`config.mk`:
```
export PLATFORM = sky130hd
export DESIGN_NAME = qpsk_demap_ber
export DESIGN_NICKNAME = d
export VERILOG_FILES = /design/src/rtl/qpsk_demap_ber.sv
export SDC_FILE = /design/constraint.sdc
export NUM_CORES = 1
export LEC_CHECK = 0
export BUFFER_PORTS_ARGS = -buffer_cell sky130_fd_sc_hd__buf_2
export CORE_UTILIZATION = 55
export DETAILED_ROUTE_END_ITERATION = 8
export HOLD_SLACK_MARGIN = 0.1
export PLACE_DENSITY = 0.8
export REMOVE_ABC_BUFFERS = 1
export SYNTH_ARGS = -nofsm -noshare
export SYNTH_HDL_FRONTEND = slang
export SYNTH_SLANG_ARGS = --single-unit
export TNS_END_PERCENT = 30
```
`constraint.sdc`:
```
create_clock -name clk -period 7.7 [get_ports clk]
set_clock_uncertainty 0.15 [all_clocks]
set_input_delay 1.54 -clock clk [delete_from_list [all_inputs] [get_ports clk]]
set_output_delay 1.54 -clock clk [all_outputs]
set_load 0.01 [all_outputs]
```
`src/rtl/qpsk_demap_ber.sv`:
```
// Gray-QPSK hard-decision demapper with tx-bit alignment FIFO and windowed BER/SER counters.
// Optional soft outputs (negated, saturated sample MSBs) are built when QPSK_SOFT_OUT_EN is defined.
module qpsk_demap_ber #(
  parameter int BI    = 24,
  parameter int DEPTH = 16,
  parameter int CNT_W = 32,
  parameter int LLR_W = 8
) (
  input  logic                    clk,
  input  logic                    reset,
  input  logic                    start,
  input  logic [CNT_W-1:0]        window_len,
  input  logic                    tx_valid,
  input  logic [1:0]              tx_bits,
  input  logic                    sym_valid,
  input  logic signed [BI-1:0]    y_real,
  input  logic signed [BI-1:0]    y_imag,
  output logic                    dec_valid,
  output logic [1:0]              dec_bits,
  output logic [LLR_W-1:0]        llr_real,
  output logic [LLR_W-1:0]        llr_imag,
  output logic                    busy,
  output logic                    done,
  output logic [CNT_W-1:0]        sym_count,
  output logic [CNT_W-1:0]        bit_errors,
  output logic [CNT_W-1:0]        sym_errors,
  output logic                    underflow,
  output logic                    overflow
);

  localparam int AW = $clog2(DEPTH);

  typedef enum logic [1:0] {S_IDLE, S_RUN, S_DONE} state_t;

  state_t r_state;
  state_t w_state_next;

  logic [1:0]       r_mem [DEPTH];
  logic [AW-1:0]    r_wr_ptr;
  logic [AW-1:0]    r_rd_ptr;
  logic [AW:0]      r_fill;
  logic             w_empty;
  logic             w_full;
  logic             w_pop;
  logic             w_push;
  logic [1:0]       w_ref;

  logic [BI-1:0]    w_y [2];
  logic [1:0]       w_dec;
  logic [1:0]       w_diff;
  logic [1:0]       w_nerr;
  logic             w_compare;
  logic             w_window_hit;

  logic             r_dec_valid;
  logic [1:0]       r_dec_bits;
  logic [CNT_W-1:0] r_sym_count;
  logic [CNT_W-1:0] r_bit_errors;
  logic [CNT_W-1:0] r_sym_errors;
  logic [CNT_W-1:0] r_win_len;
  logic [CNT_W-1:0] w_sym_count_inc;
  logic             r_underflow;
  logic             r_overflow;

  function automatic logic [CNT_W-1:0] sat_add(input logic [CNT_W-1:0] a, input logic [1:0] b);
    logic [CNT_W:0] s;
    s = {1'b0, a} + {{(CNT_W-1){1'b0}}, b};
    return s[CNT_W] ? '1 : s[CNT_W-1:0];
  endfunction

  assign w_y[0] = y_real;
  assign w_y[1] = y_imag;

  genvar gi;
  generate
    for (gi = 0; gi < 2; gi++) begin : g_rail
      assign w_dec[gi] = w_y[gi][BI-1];
    end
  endgenerate

  // Pop is evaluated before push, so a full FIFO still accepts a push when a pop coincides.
  assign w_empty = (r_fill == '0);
  assign w_full  = (r_fill == (AW+1)'(DEPTH));
  assign w_pop   = sym_valid & ~w_empty;
  assign w_push  = tx_valid & (~w_full | w_pop);
  assign w_ref   = r_mem[r_rd_ptr];

  always_ff @(posedge clk) begin
    if (w_push) r_mem[r_wr_ptr] <= tx_bits;
  end

  always_ff @(posedge clk) begin
    if (!reset) begin
      r_wr_ptr <= '0;
      r_rd_ptr <= '0;
      r_fill   <= '0;
    end else begin
      if (w_push) r_wr_ptr <= r_wr_ptr + AW'(1);
      if (w_pop)  r_rd_ptr <= r_rd_ptr + AW'(1);
      if (w_push && !w_pop)      r_fill <= r_fill + (AW+1)'(1);
      else if (w_pop && !w_push) r_fill <= r_fill - (AW+1)'(1);
    end
  end

  assign w_diff          = w_dec ^ w_ref;
  assign w_nerr          = {1'b0, w_diff[1]} + {1'b0, w_diff[0]};
  assign w_compare       = w_pop & (r_state == S_RUN);
  assign w_sym_count_inc = sat_add(r_sym_count, 2'd1);
  assign w_window_hit    = (w_sym_count_inc == r_win_len);

  always_ff @(posedge clk) begin
    if (!reset) r_state <= S_IDLE;
    else        r_state <= w_state_next;
  end

  always_comb begin
    w_state_next = r_state;
    case (r_state)
      S_IDLE:  if (start) w_state_next = S_RUN;
      S_RUN: begin
        if (start)                          w_state_next = S_RUN;
        else if (w_compare && w_window_hit) w_state_next = S_DONE;
      end
      S_DONE:  w_state_next = start ? S_RUN : S_IDLE;
      default: w_state_next = S_IDLE;
    endcase
  end

  // start takes priority over a coincident compare: the new window begins from zero.
  always_ff @(posedge clk) begin
    if (!reset) begin
      r_sym_count  <= '0;
      r_bit_errors <= '0;
      r_sym_errors <= '0;
      r_win_len    <= '0;
    end else if (start) begin
      r_sym_count  <= '0;
      r_bit_errors <= '0;
      r_sym_errors <= '0;
      r_win_len    <= (window_len == '0) ? CNT_W'(1) : window_len;
    end else if (w_compare) begin
      r_sym_count  <= w_sym_count_inc;
      r_bit_errors <= sat_add(r_bit_errors, w_nerr);
      if (w_nerr != 2'd0) r_sym_errors <= sat_add(r_sym_errors, 2'd1);
    end
  end

  always_ff @(posedge clk) begin
    if (!reset) begin
      r_underflow <= 1'b0;
      r_overflow  <= 1'b0;
    end else begin
      if (start) begin
        r_underflow <= 1'b0;
        r_overflow  <= 1'b0;
      end
      if (sym_valid && w_empty)           r_underflow <= 1'b1;
      if (tx_valid && w_full && !w_pop)   r_overflow  <= 1'b1;
    end
  end

  always_ff @(posedge clk) begin
    if (!reset) begin
      r_dec_valid <= 1'b0;
      r_dec_bits  <= 2'b00;
    end else begin
      r_dec_valid <= sym_valid;
      if (sym_valid) r_dec_bits <= w_dec;
    end
  end

`ifdef QPSK_SOFT_OUT_EN
  logic [LLR_W-1:0] w_llr [2];
  logic [LLR_W-1:0] r_llr_real;
  logic [LLR_W-1:0] r_llr_imag;

  generate
    for (gi = 0; gi < 2; gi++) begin : g_soft
      logic [LLR_W-1:0] w_top;
      assign w_top     = w_y[gi][BI-1 -: LLR_W];
      // Negating the most-negative code would wrap, so it clamps to the largest positive value.
      assign w_llr[gi] = (w_top == {1'b1, {(LLR_W-1){1'b0}}}) ? {1'b0, {(LLR_W-1){1'b1}}} : -w_top;
    end
  endgenerate

  always_ff @(posedge clk) begin
    if (!reset) begin
      r_llr_real <= '0;
      r_llr_imag <= '0;
    end else if (sym_valid) begin
      r_llr_real <= w_llr[0];
      r_llr_imag <= w_llr[1];
    end
  end

  assign llr_real = r_llr_real;
  assign llr_imag = r_llr_imag;
`else
  assign llr_real = '0;
  assign llr_imag = '0;
`endif

  assign dec_valid  = r_dec_valid;
  assign dec_bits   = r_dec_bits;
  assign busy       = (r_state == S_RUN);
  assign done       = (r_state == S_DONE);
  assign sym_count  = r_sym_count;
  assign bit_errors = r_bit_errors;
  assign sym_errors = r_sym_errors;
  assign underflow  = r_underflow;
  assign overflow   = r_overflow;

endmodule

```
==> flow_metrics.tcl, run 1 <==
set metrics [dict create \
    achievable-frequency_mhz 178 \
    detail_route.iter0.violations 698 \
    reg2reg_slack_ns 2.07 \
    timing_worst_slew_pin_value_ns 1.20 \
    timing.final.setup_violations 0 \
    max_stage_delay_ns 0.65 \
    vias_per_cell 6.31 \
    die_area_sq_um 18500 \
    synth.cell_area_sq_um 9880 \
    number_of_synthesized_register_bits 184 \
    path_depth 15 \
    cts_tree "done" \
    synthTopCellsByCount "dfxtp_1, nor2_1, a21oi_1" \
    critical_path_buf_inv_count 2 \
    grt_setup_unrepaired "no" \
    final.fill_count 1487 \
    utilization_pct 64.1 \
    clock_tree.buffer_depth 2 \
    setup.worst_path.class "register to register" \
    dr.pass1.iters 5 \
    cts.repair_timing.setup_buffer_count 0 \
    final_clock_period_utilization_by_the_worst_path_pct 73.1 \
    rr_worst_depth 15 \
    avgSynthCellArea_sq_um 8.97 \
    cp-start-kind "register" \
    antenna-diode-count 0 \
    ctsResizeCount 0 \
    clock_sinks 184 \
    crit_fanout 26 \
    nNetsFinal 1308 \
    slowest_stage_cell_cp "nand2_1" \
    crit_path_end "bit_errors[6]" \
    detailroute.via_count 9099 \
    cell_internal_pwr_w 0.00162 \
    final.min_clock_period_ns 5.63 \
    yosysTopAreaCellShare_pct 30.8 \
    synth_top_area_cell "dfxtp_1" \
    core_sq_um 17400 \
    path_clk_slew_ns 0.07 \
    port_buffers 143 \
    combinationalPowerShare_pct 14.8 \
    yosys_warnings 0 \
    report.final.slew_viol_count 0 \
    number_of_flops_mapped_to_enable_cells_by_yosys 32 \
    netlist-cell-type-count 79 \
    routedWlPerCell_microns 19.3 \
    async_flop_share_pct 0 \
    cts_hold_repair.buffers 0 \
    routed_wirelength_mm 27.8 \
    end_kind "register" \
    vdd.ir_drop.worst_v 0.000153 \
    dp_hpwl_mm 20.4 \
    antenna_violating_nets_left 0 \
    run_status "finished, final reports clean" \
    grt_antenna_before_repair 0 \
    layout-drive-gt1-share_pct 18.2 \
    first_global_vias 8118 \
    worst_hold_path_type "register to register" \
    r2r_end "bit_errors[6]" \
    pin_count 206 \
    clock_insertion_delay_worst_skew_ns 0.43 \
    postSynthCellCount 1102 \
    drc_errors 0 \
    final_hold_viol_count 0 \
    cts_max_level 4 \
    powerDensity_nw_per_um2 201 \
    timing.slew.headroom_pct 19.0 \
    path_delay_family "simple AND/OR/NAND/NOR gates" \
    synthTopCellsByArea "dfxtp_1, edfxtp_1, a21oi_1, xor2_1, nor2_1" \
    grt_first_pass_wirelength_mm 43.3 \
    arrival_ns 5.84 \
    cts_inserted_buffers 17 \
    swShare_pct 27.5 \
    grt_remaining_overflow 0 \
    die_y_microns 136 \
    yosysMostFrequentCell "dfxtp_1" \
    cap_violations 0 \
    placedCellCount 1410 \
    crit_path_cell_trace "mux4_2 > mux4_2 > xor2_1 > inv_1 > ha_1 > ha_1 > inv_1 > fa_1 > or2_2 > nor4_1 > nor2b_1 > nor3b_2 > nand2_1 > o21a_1 > nor2_1" \
    stdcell_count 1442 \
    synthToLayoutAreaGrowth_pct 12.9 \
    p_seq_share_pct 47.7 \
    start_util_pct 56.8 \
    crit_required_ns 7.90 \
    total_switching_power_w 0.000616 \
    clkPwrFrac_pct 37.5 \
    global_route.usage.total_pct 30.3 \
    num_rows 48 \
    clock_tree.root_cell "clkbuf_16" \
    dominantRegCellSynth "dfxtp_1" \
    grt_start_max_net_pins 90 \
    fin_tns_setup_ns 0 \
    ys_seq_area_share_pct 40.5 \
    leakage_nw 4.15 \
    globalplace.congestion 1.00 \
    floorplan.die.width_microns 136 \
]
[layout by cell type (no fill, tap or decap), types with 9 or more instances in the layout]
master,Yosys,final
or3_1,12,12
nor3_1,36,36
nor2_1,97,95
nor4_1,26,26
edfxtp_1,32,32
o21ai_0,31,31
xor2_1,45,45
nand3_1,49,49
dfxtp_1,152,152
a211oi_1,11,10
nand2b_1,10,9
a31oi_1,19,19
buf_2,12,143
nand4_1,37,37
ha_1,15,15
mux4_2,10,10
clkbuf_16,0,17
nand2_1,68,68
and3_1,33,33
a311oi_1,18,18
conb_1,1,16
inv_1,27,27
a22o_1,33,33
a21oi_1,94,94
xnor2_1,34,34
[worst min-delay path, cell delays in order (launching register included)]
cell	delay, ns
dfxtp_1	0.32
nand2b_1	0.06
a21oi_1	0.06
[registers in the layout, summed over array words and instances, names as in the netlist, named ones only]
register,count
bit_errors,32
dec_bits,2
dec_valid,1
overflow,1
r_fill,5
r_mem,32
r_rd_ptr,4
r_state,2
r_win_len,32
r_wr_ptr,4
sym_count,32
sym_errors,32
underflow,1
[layout make-up]
| type | count | area [sq um] | area share [%] |
|---|---|---|---|
| Clock inverter | 12 | 114 | 1.02 |
| Sequential cell | 184 | 4000 | 35.9 |
| Multi-Input combinational cell | 826 | 5460 | 48.9 |
| Clock buffer | 20 | 447 | 4.00 |
| Inverter | 27 | 101 | 0.908 |
| Timing Repair Buffer | 148 | 753 | 6.75 |
| Tap cell | 225 | 282 | 2.52 |
[metal layers]
metal  global-route usage (%)  vias to the layer above  share of wire (%)
met5                        0                        -                  0
met4                     10.4                        0                2.6
met3                     5.89                       51                8.1
met2                     47.9                      431                 46
met1                     41.4                     4316                 43
li1                         -                     4301                  -
[logic make-up after synthesis]
kind of cell             count (synthesis)  synth area share (%)
AND/OR/NAND/NOR                        427                  23.1
AO/OA/AOI/OAI                          265                  18.2
buffers and inverters                  107                  5.05
XOR/XNOR                                81                  7.46
multiplexers                            20                  3.32
other                                    1                0.0379
adder cells (fa/ha/maj)                 17                  2.30
flip-flops                             184                  40.5
[power groups by stage]
stage | Combinational (W) | Clock (W) | Sequential (W)
3_3_place_gp | 0.000319 | 0 | 0.00109
5_1_grt | 0.000366 | 0.000888 | 0.00108
4_1_cts | 0.000332 | 0.000848 | 0.00107
2_1_floorplan | 0.000234 | 0 | 0.00108
3_5_place_dp | 0.000328 | 0 | 0.00109
6_report | 0.000333 | 0.000840 | 0.00107
[through the flow]
stage / power (W) / setup WS, ns / hold WS [ns] / instance area (sq um)
2_1_floorplan: 0.00131 / 2.81 / 0.315 / 9540
3_3_place_gp: 0.00141 / 2.09 / 0.313 / 10600
3_5_place_dp: 0.00142 / 2.05 / 0.318 / 10600
4_1_cts: 0.00225 / 2.02 / 0.329 / 11200
5_1_grt: 0.00233 / 1.59 / 0.362 / 11200
6_report: 0.00224 / 2.07 / 0.334 / 11200
[worst min-delay path by stage]
| stage | slack [ns] | from | depth (start not counted) | to |
|---|---|---|---|---|
| after CTS | 0.33 | overflow | 2 | overflow |
| after global placement | 0.31 | underflow | 1 | underflow |
| after global routing | 0.36 | overflow | 2 | overflow |
| after floorplan | 0.31 | r_win_len[12] | 1 | r_win_len[12] |
| final | 0.33 | overflow | 2 | overflow |
| after detailed placement | 0.32 | overflow | 2 | overflow |
Note: power is estimated with default switching activity, not from simulation.
==> run 2, diff against run 1 <==
==> constraint.sdc (replaced) <==
create_clock -name clk -period 5.3 [get_ports clk]
set_clock_uncertainty 0.15 [all_clocks]
set_input_delay 1.06 -clock clk [delete_from_list [all_inputs] [get_ports clk]]
set_output_delay 1.06 -clock clk [all_outputs]
set_load 0.01 [all_outputs]
==> run 2 against run 1 <==
  * Combinational power up 44%
  * Utilization up 0.91 points
  * Design area up 1.4%
  * Clock-buffer cell count down 3
  * Cell count up 0.62%
  * Worst hold slack worse by 0.0042 ns
  * First-iteration DRC count up 20%
  * Sequential power up 45%
  * Sequential cell count unchanged
  * Die area unchanged
  * Global-route usage up 0.86 points
  * Fmax up 19%
  * Largest power group unchanged
==> flow_metrics.tcl, run 2 (same netlist as run 1, synthesis figures left out) <==
set metrics [dict create \
    crit_path_cell_trace "mux4_2 > mux4_2 > xor2_1 > inv_1 > ha_1 > ha_1 > inv_1 > fa_1 > or2_2 > nor4_1 > buf_4 > nor2b_1 > nor3b_2 > nand2_1 > buf_4 > a21oi_1" \
    combinationalPowerShare_pct 14.0 \
    drc_errors 0 \
    timing_worst_slew_pin_value_ns 1.17 \
    path_depth 16 \
    final.min_clock_period_ns 4.75 \
    grt_antenna_before_repair 3 \
    clock_insertion_delay_worst_skew_ns 0.43 \
    clock_tree.root_cell "clkbuf_16" \
    first_global_vias 8262 \
    run_status "finished, final reports clean" \
    grt_setup_unrepaired "no" \
    gr-usage-met1_pct 41.5 \
    final.fill_count 1470 \
    detail_route.iter0.violations 840 \
    fin_tns_setup_ns 0 \
    detailroute.via_count 9069 \
    worst_hold_path_type "register to register" \
    port_buffers 143 \
    min_delay_path_depth 1 \
    swShare_pct 27.1 \
    num_rows 48 \
    timing.slew.headroom_pct 22.2 \
    routedWlPerCell_microns 19.5 \
    grt_use_met2_pct 49.5 \
    grt_start_max_net_pins 90 \
    slowest_stage_cell_cp "mux4_2" \
    grt_most_used_layer "met2" \
    dp_hpwl_mm 20.6 \
    report.final.slew_viol_count 0 \
    grt_remaining_overflow 0 \
    vdd.ir_drop.worst_v 0.000288 \
    dr.pass1.iters 5 \
    grt_first_pass_wirelength_mm 44.6 \
    critical_path_buf_inv_count 4 \
    die_y_microns 136 \
    timing.final.setup_violations 0 \
    rr_worst_depth 16 \
    p_seq_share_pct 45.3 \
    pin_count 206 \
    layout-drive-gt1-share_pct 19.2 \
    clock_sinks 184 \
    synthToLayoutAreaGrowth_pct 14.5 \
    cts_hold_repair.buffers 0 \
    start_util_pct 56.8 \
    core_sq_um 17400 \
    cell_internal_pwr_w 0.00250 \
    arrival_ns 4.93 \
    cts_max_level 4 \
    antenna_violating_nets_left 0 \
    most_common_library_cell_in_the_layout_ignoring_fill_and_taps "dfxtp_1" \
    routed_wirelength_mm 28.3 \
    powerDensity_nw_per_um2 303 \
    cp-start-kind "register" \
    clock_tree.buffer_depth 2 \
    crit_fanout 16 \
    utilization_pct 65.0 \
    path_delay_family "simple AND/OR/NAND/NOR gates" \
    max_stage_delay_ns 0.57 \
    timing.hold.worst.start "underflow" \
    path_clk_slew_ns 0.07 \
    global_route.usage.total_pct 31.2 \
    final_hold_viol_count 0 \
    cts_tree "done" \
    globalplace.congestion 1.04 \
    cts_inserted_buffers 17 \
    crit_required_ns 5.49 \
    achievable-frequency_mhz 211 \
    antenna-diode-count 0 \
    global_route_track_usage_on_met3_pct 6.97 \
    clkPwrFrac_pct 40.8 \
    die_area_sq_um 18500 \
    most-common-layout-cells "dfxtp_1, buf_2, nor2_1" \
    end_kind "register" \
    setup.worst_path.class "register to register" \
    floorplan.die.width_microns 136 \
    cap_violations 0 \
    final_clock_period_utilization_by_the_worst_path_pct 89.6 \
    vias_per_cell 6.25 \
    total_switching_power_w 0.000929 \
    leakage_nw 4.25 \
    nNetsFinal 1317 \
]
==> run 2: through the flow <==
stage	instances	power (W)	hold slack, ns	setup WS, ns	cell area, sq um
CTS	1451	0.00345	0.333	0.362	11300
detailed placement	1419	0.00206	0.317	0.405	10700
floorplan	1037	0.00190	0.315	0.411	9540
global route	1451	0.00358	0.365	0.168	11300
global placement	1419	0.00204	0.311	0.502	10700
finish	1451	0.00343	0.329	0.554	11300
==> run 2: power groups by stage <==
stage	Clock (W)	Combinational (W)	Sequential [W]
after floorplan	0	0.000339	0.00157
after global placement	0	0.000459	0.00158
after detailed placement	0	0.000474	0.00158
after CTS	0.00142	0.000482	0.00155
after global routing	0.00148	0.000530	0.00157
final	0.00140	0.000479	0.00155
==> run 2: area by class of cell <==
cell class	instances	area, sq um	area share [%]
clock buffers	17	425	3.76
clock inverters	15	225	1.99
inverters	27	101	0.895
multi-input cells	826	5460	48.2
flip-flops and latches	184	4010	35.4
well taps	225	282	2.49
repair buffers	157	821	7.25
==> run 2: metal layers <==
layer	share of wire, %	vias up
met5	0.092	-
met4	2.7	4
met3	8.6	58
met2	46	414
met1	42	4284
li1	-	4309
==> run 2: worst paths after layout <==
kind	end	slack [ns]
setup / recovery	bit_errors[15]	0.55
hold / removal	underflow	0.33
setup reg to reg	bit_errors[15]	0.55
hold reg to reg	underflow	0.33
==> run 2: what timing repair did <==
| item | CTS | global route |
|---|---|---|
| gates resized for setup | 0 | 1 |
| setup endpoints to repair | 0 | 12 |
| hold endpoints to repair | 0 | 0 |
| setup buffers | 0 | 0 |
==> run 3, diff against run 2 <==
--- a/config.mk
+++ b/config.mk
@@ -5,11 +5,14 @@
 export SDC_FILE = /design/constraint.sdc
 export NUM_CORES = 1
 export LEC_CHECK = 0
+export ABC_AREA = 1
 export BUFFER_PORTS_ARGS = -buffer_cell sky130_fd_sc_hd__buf_2
-export CORE_UTILIZATION = 55
+export CELL_PAD_IN_SITES_DETAIL_PLACEMENT = 2
+export CELL_PAD_IN_SITES_GLOBAL_PLACEMENT = 2
+export CORE_UTILIZATION = 31
 export DETAILED_ROUTE_END_ITERATION = 8
 export HOLD_SLACK_MARGIN = 0.1
-export PLACE_DENSITY = 0.8
+export PLACE_DENSITY_LB_ADDON = 0.1
 export REMOVE_ABC_BUFFERS = 1
 export SYNTH_ARGS = -nofsm -noshare
 export SYNTH_HDL_FRONTEND = slang
==> run 3 against run 2 <==
  * Non-clock buffer count down 5
  * Sequential share of layout area fell by 1.4 points
  * Clock-buffer cell count unchanged
  * Combinational power rose by 29%
==> flow_metrics.tcl, run 3 <==
set metrics [dict create \
    postSynthCellCount 1418 \
    grt_remaining_overflow 0 \
    timing.slew.headroom_pct 34.1 \
    vdd.ir_drop.worst_v 0.000227 \
    grt_first_pass_wirelength_mm 56.9 \
    final_hold_viol_count 0 \
    final.fill_count 3860 \
    yosysMostFrequentCell "nand2_1" \
    routed_wirelength_mm 35.3 \
    combinationalPowerShare_pct 17.8 \
    cap_violations 0 \
    number_of_flops_mapped_to_enable_cells_by_yosys 32 \
    port_buffers 143 \
    cp-start-kind "register" \
    die_y_microns 183 \
    cts.repair_timing.setup_buffer_count 0 \
    synthTopCellsByArea "dfxtp_1, nand2_1, edfxtp_1, inv_1, nor2_1" \
    pre_cts_slack_ns 0.865 \
    synthToLayoutAreaGrowth_pct 16.3 \
    p_seq_share_pct 44.8 \
    cts_inserted_buffers 17 \
    num_rows 65 \
    clock_insertion_delay_worst_skew_ns 0.46 \
    synth_top_area_cell "dfxtp_1" \
    clock_tree.buffer_depth 2 \
    timing.final.setup_violations 0 \
    worst_hold_path_type "register to register" \
    layout-drive-gt1-share_pct 14.7 \
    cts_hold_repair.buffers 0 \
    timing_worst_slew_pin_value_ns 0.980 \
    synth.cell_area_sq_um 10100 \
    grt_antenna_before_repair 0 \
    clock_tree.root_cell "clkbuf_16" \
    final_clock_period_utilization_by_the_worst_path_pct 83.3 \
    start_util_pct 31.8 \
    first_global_vias 10420 \
    yosys_warnings 0 \
    async_flop_share_pct 0 \
    setup_ws_ns 0.885 \
    fin_tns_setup_ns 0 \
    vias_per_cell 4.90 \
    antenna_violating_nets_left 0 \
    setup.worst_path.class "register to register" \
    arrival_ns 4.63 \
    routedWlPerCell_microns 17.7 \
    dp_hpwl_mm 26.9 \
    synthTopCellsByCount "nand2_1, inv_1, dfxtp_1" \
    grt_start_max_net_pins 74 \
    report.power.total_w 0.00346 \
    grt_setup_unrepaired "no" \
    report.final.slew_viol_count 0 \
    cts_tree "done" \
    end_kind "register" \
    detail_route.iter0.violations 301 \
    avgSynthCellArea_sq_um 7.14 \
    most-common-layout-cells "nand2_1, inv_1, dfxtp_1" \
    ys_seq_area_share_pct 39.6 \
    run_status "finished, final reports clean" \
    pin_count 206 \
    cts_max_level 4 \
    clkPwrFrac_pct 37.4 \
    core_sq_um 31800 \
    netlist-cell-type-count 47 \
    antenna-diode-count 0 \
    dominantRegCellSynth "dfxtp_1" \
    path_clk_slew_ns 0.08 \
    drc_errors 0 \
    yosysTopAreaCellShare_pct 30.1 \
    total_switching_power_w 0.00113 \
    clock_sinks 184 \
    swShare_pct 32.7 \
    powerDensity_nw_per_um2 294 \
    number_of_synthesized_register_bits 184 \
    finalHoldWorstSlack_ns 0.324 \
    globalplace.congestion 0.798 \
    achievable-frequency_mhz 226 \
    die_area_sq_um 33400 \
    ctsResizeCount 0 \
    global_route.usage.total_pct 22.0 \
    final.min_clock_period_ns 4.42 \
    floorplan.die.width_microns 183 \
    crit_required_ns 5.52 \
    detailroute.via_count 9784 \
    dr.pass1.iters 6 \
    most_common_library_cell_in_the_layout_ignoring_fill_and_taps "nand2_1" \
    utilization_pct 37.0 \
    crit_fanout 24 \
    nNetsFinal 1651 \
    cell_internal_pwr_w 0.00233 \
    leakage_nw 5.03 \
]
## run 3: cell types whose count changed after synthesis, sizes merged, moves of 26 or more
cell and change:
o22ai +26, and3 -33, a22o -33, o21ai +50
inv +198, nand3 +44, nor2 +66, nand2 +225
## run 3: path summary, 6_finish.rpt
path,startpoint,to,slack [ns],cells after the start
max reg2reg,register,bit_errors[22],0.88,20
min,overflow,overflow,0.32,1
min reg2reg,overflow,overflow,0.32,1
max,register,bit_errors[22],0.88,20
## run 3: worst max-delay path, stage by stage (launching register included)
cell	delay, ns
dfxtp_1	0.32
buf_4	0.27
mux2i_1	0.25
o21ai_0	0.10
o22ai_1	0.27
o22ai_1	0.14
xor2_1	0.21
inv_1	0.07
ha_1	0.29
ha_1	0.17
inv_1	0.06
fa_1	0.39
nor2_1	0.17
nand4_1	0.16
nor2_2	0.22
nand3_2	0.14
inv_2	0.12
nand3_4	0.11
nor2_4	0.23
inv_2	0.25
a31oi_1	0.22
## run 3: cell type report
cell class | count | area, sq um | share of cell area (%)
Clock inverter | 15 | 158 | 1.34
Tap cell | 435 | 544 | 4.63
Clock buffer | 17 | 425 | 3.62
Inverter | 225 | 846 | 7.19
Multi-Input combinational cell | 967 | 5000 | 42.5
Sequential cell | 184 | 4000 | 34.0
Timing Repair Buffer | 152 | 783 | 6.66
## run 3: kinds of logic (layout without fill, tap and decap cells)
logic type | after synthesis | after routing | share of synthesized area [%]
AOI/OAI and AO/OA | 235 | 235 | 12.8
xor gates and xnor gates | 49 | 49 | 4.24
adders and majority gates | 17 | 17 | 2.25
buffers and inverters | 282 | 409 | 11.5
DFF | 184 | 184 | 39.6
muxes | 8 | 8 | 0.791
other | 1 | 16 | 0.0371
and+or+nand+nor | 642 | 642 | 28.7
## run 3: power groups by stage
stage / logic, W / registers, W / clock network (W)
3_3_place_gp: 0.000592 / 0.00158 / 0
4_1_cts: 0.000630 / 0.00155 / 0.00135
3_5_place_dp: 0.000626 / 0.00159 / 0
6_report: 0.000617 / 0.00155 / 0.00129
2_1_floorplan: 0.000378 / 0.00159 / 0
5_1_grt: 0.000702 / 0.00156 / 0.00139
## run 3: per-layer routing
layer  share of wire (%)  GRT usage (%)  routed length [microns]
met5                   0              0                        0
met4                 1.6           5.85                      555
met3                 3.7           4.21                     1320
met2                  49           38.4                    17100
met1                  46           27.6                    16300
## run 3: stage by stage
stage,instance area (sq um),instances
floorplan,9850,1376
global placement,11200,1963
detailed placement,11200,1963
CTS,11800,1995
global route,11800,1995
finish,11800,1995
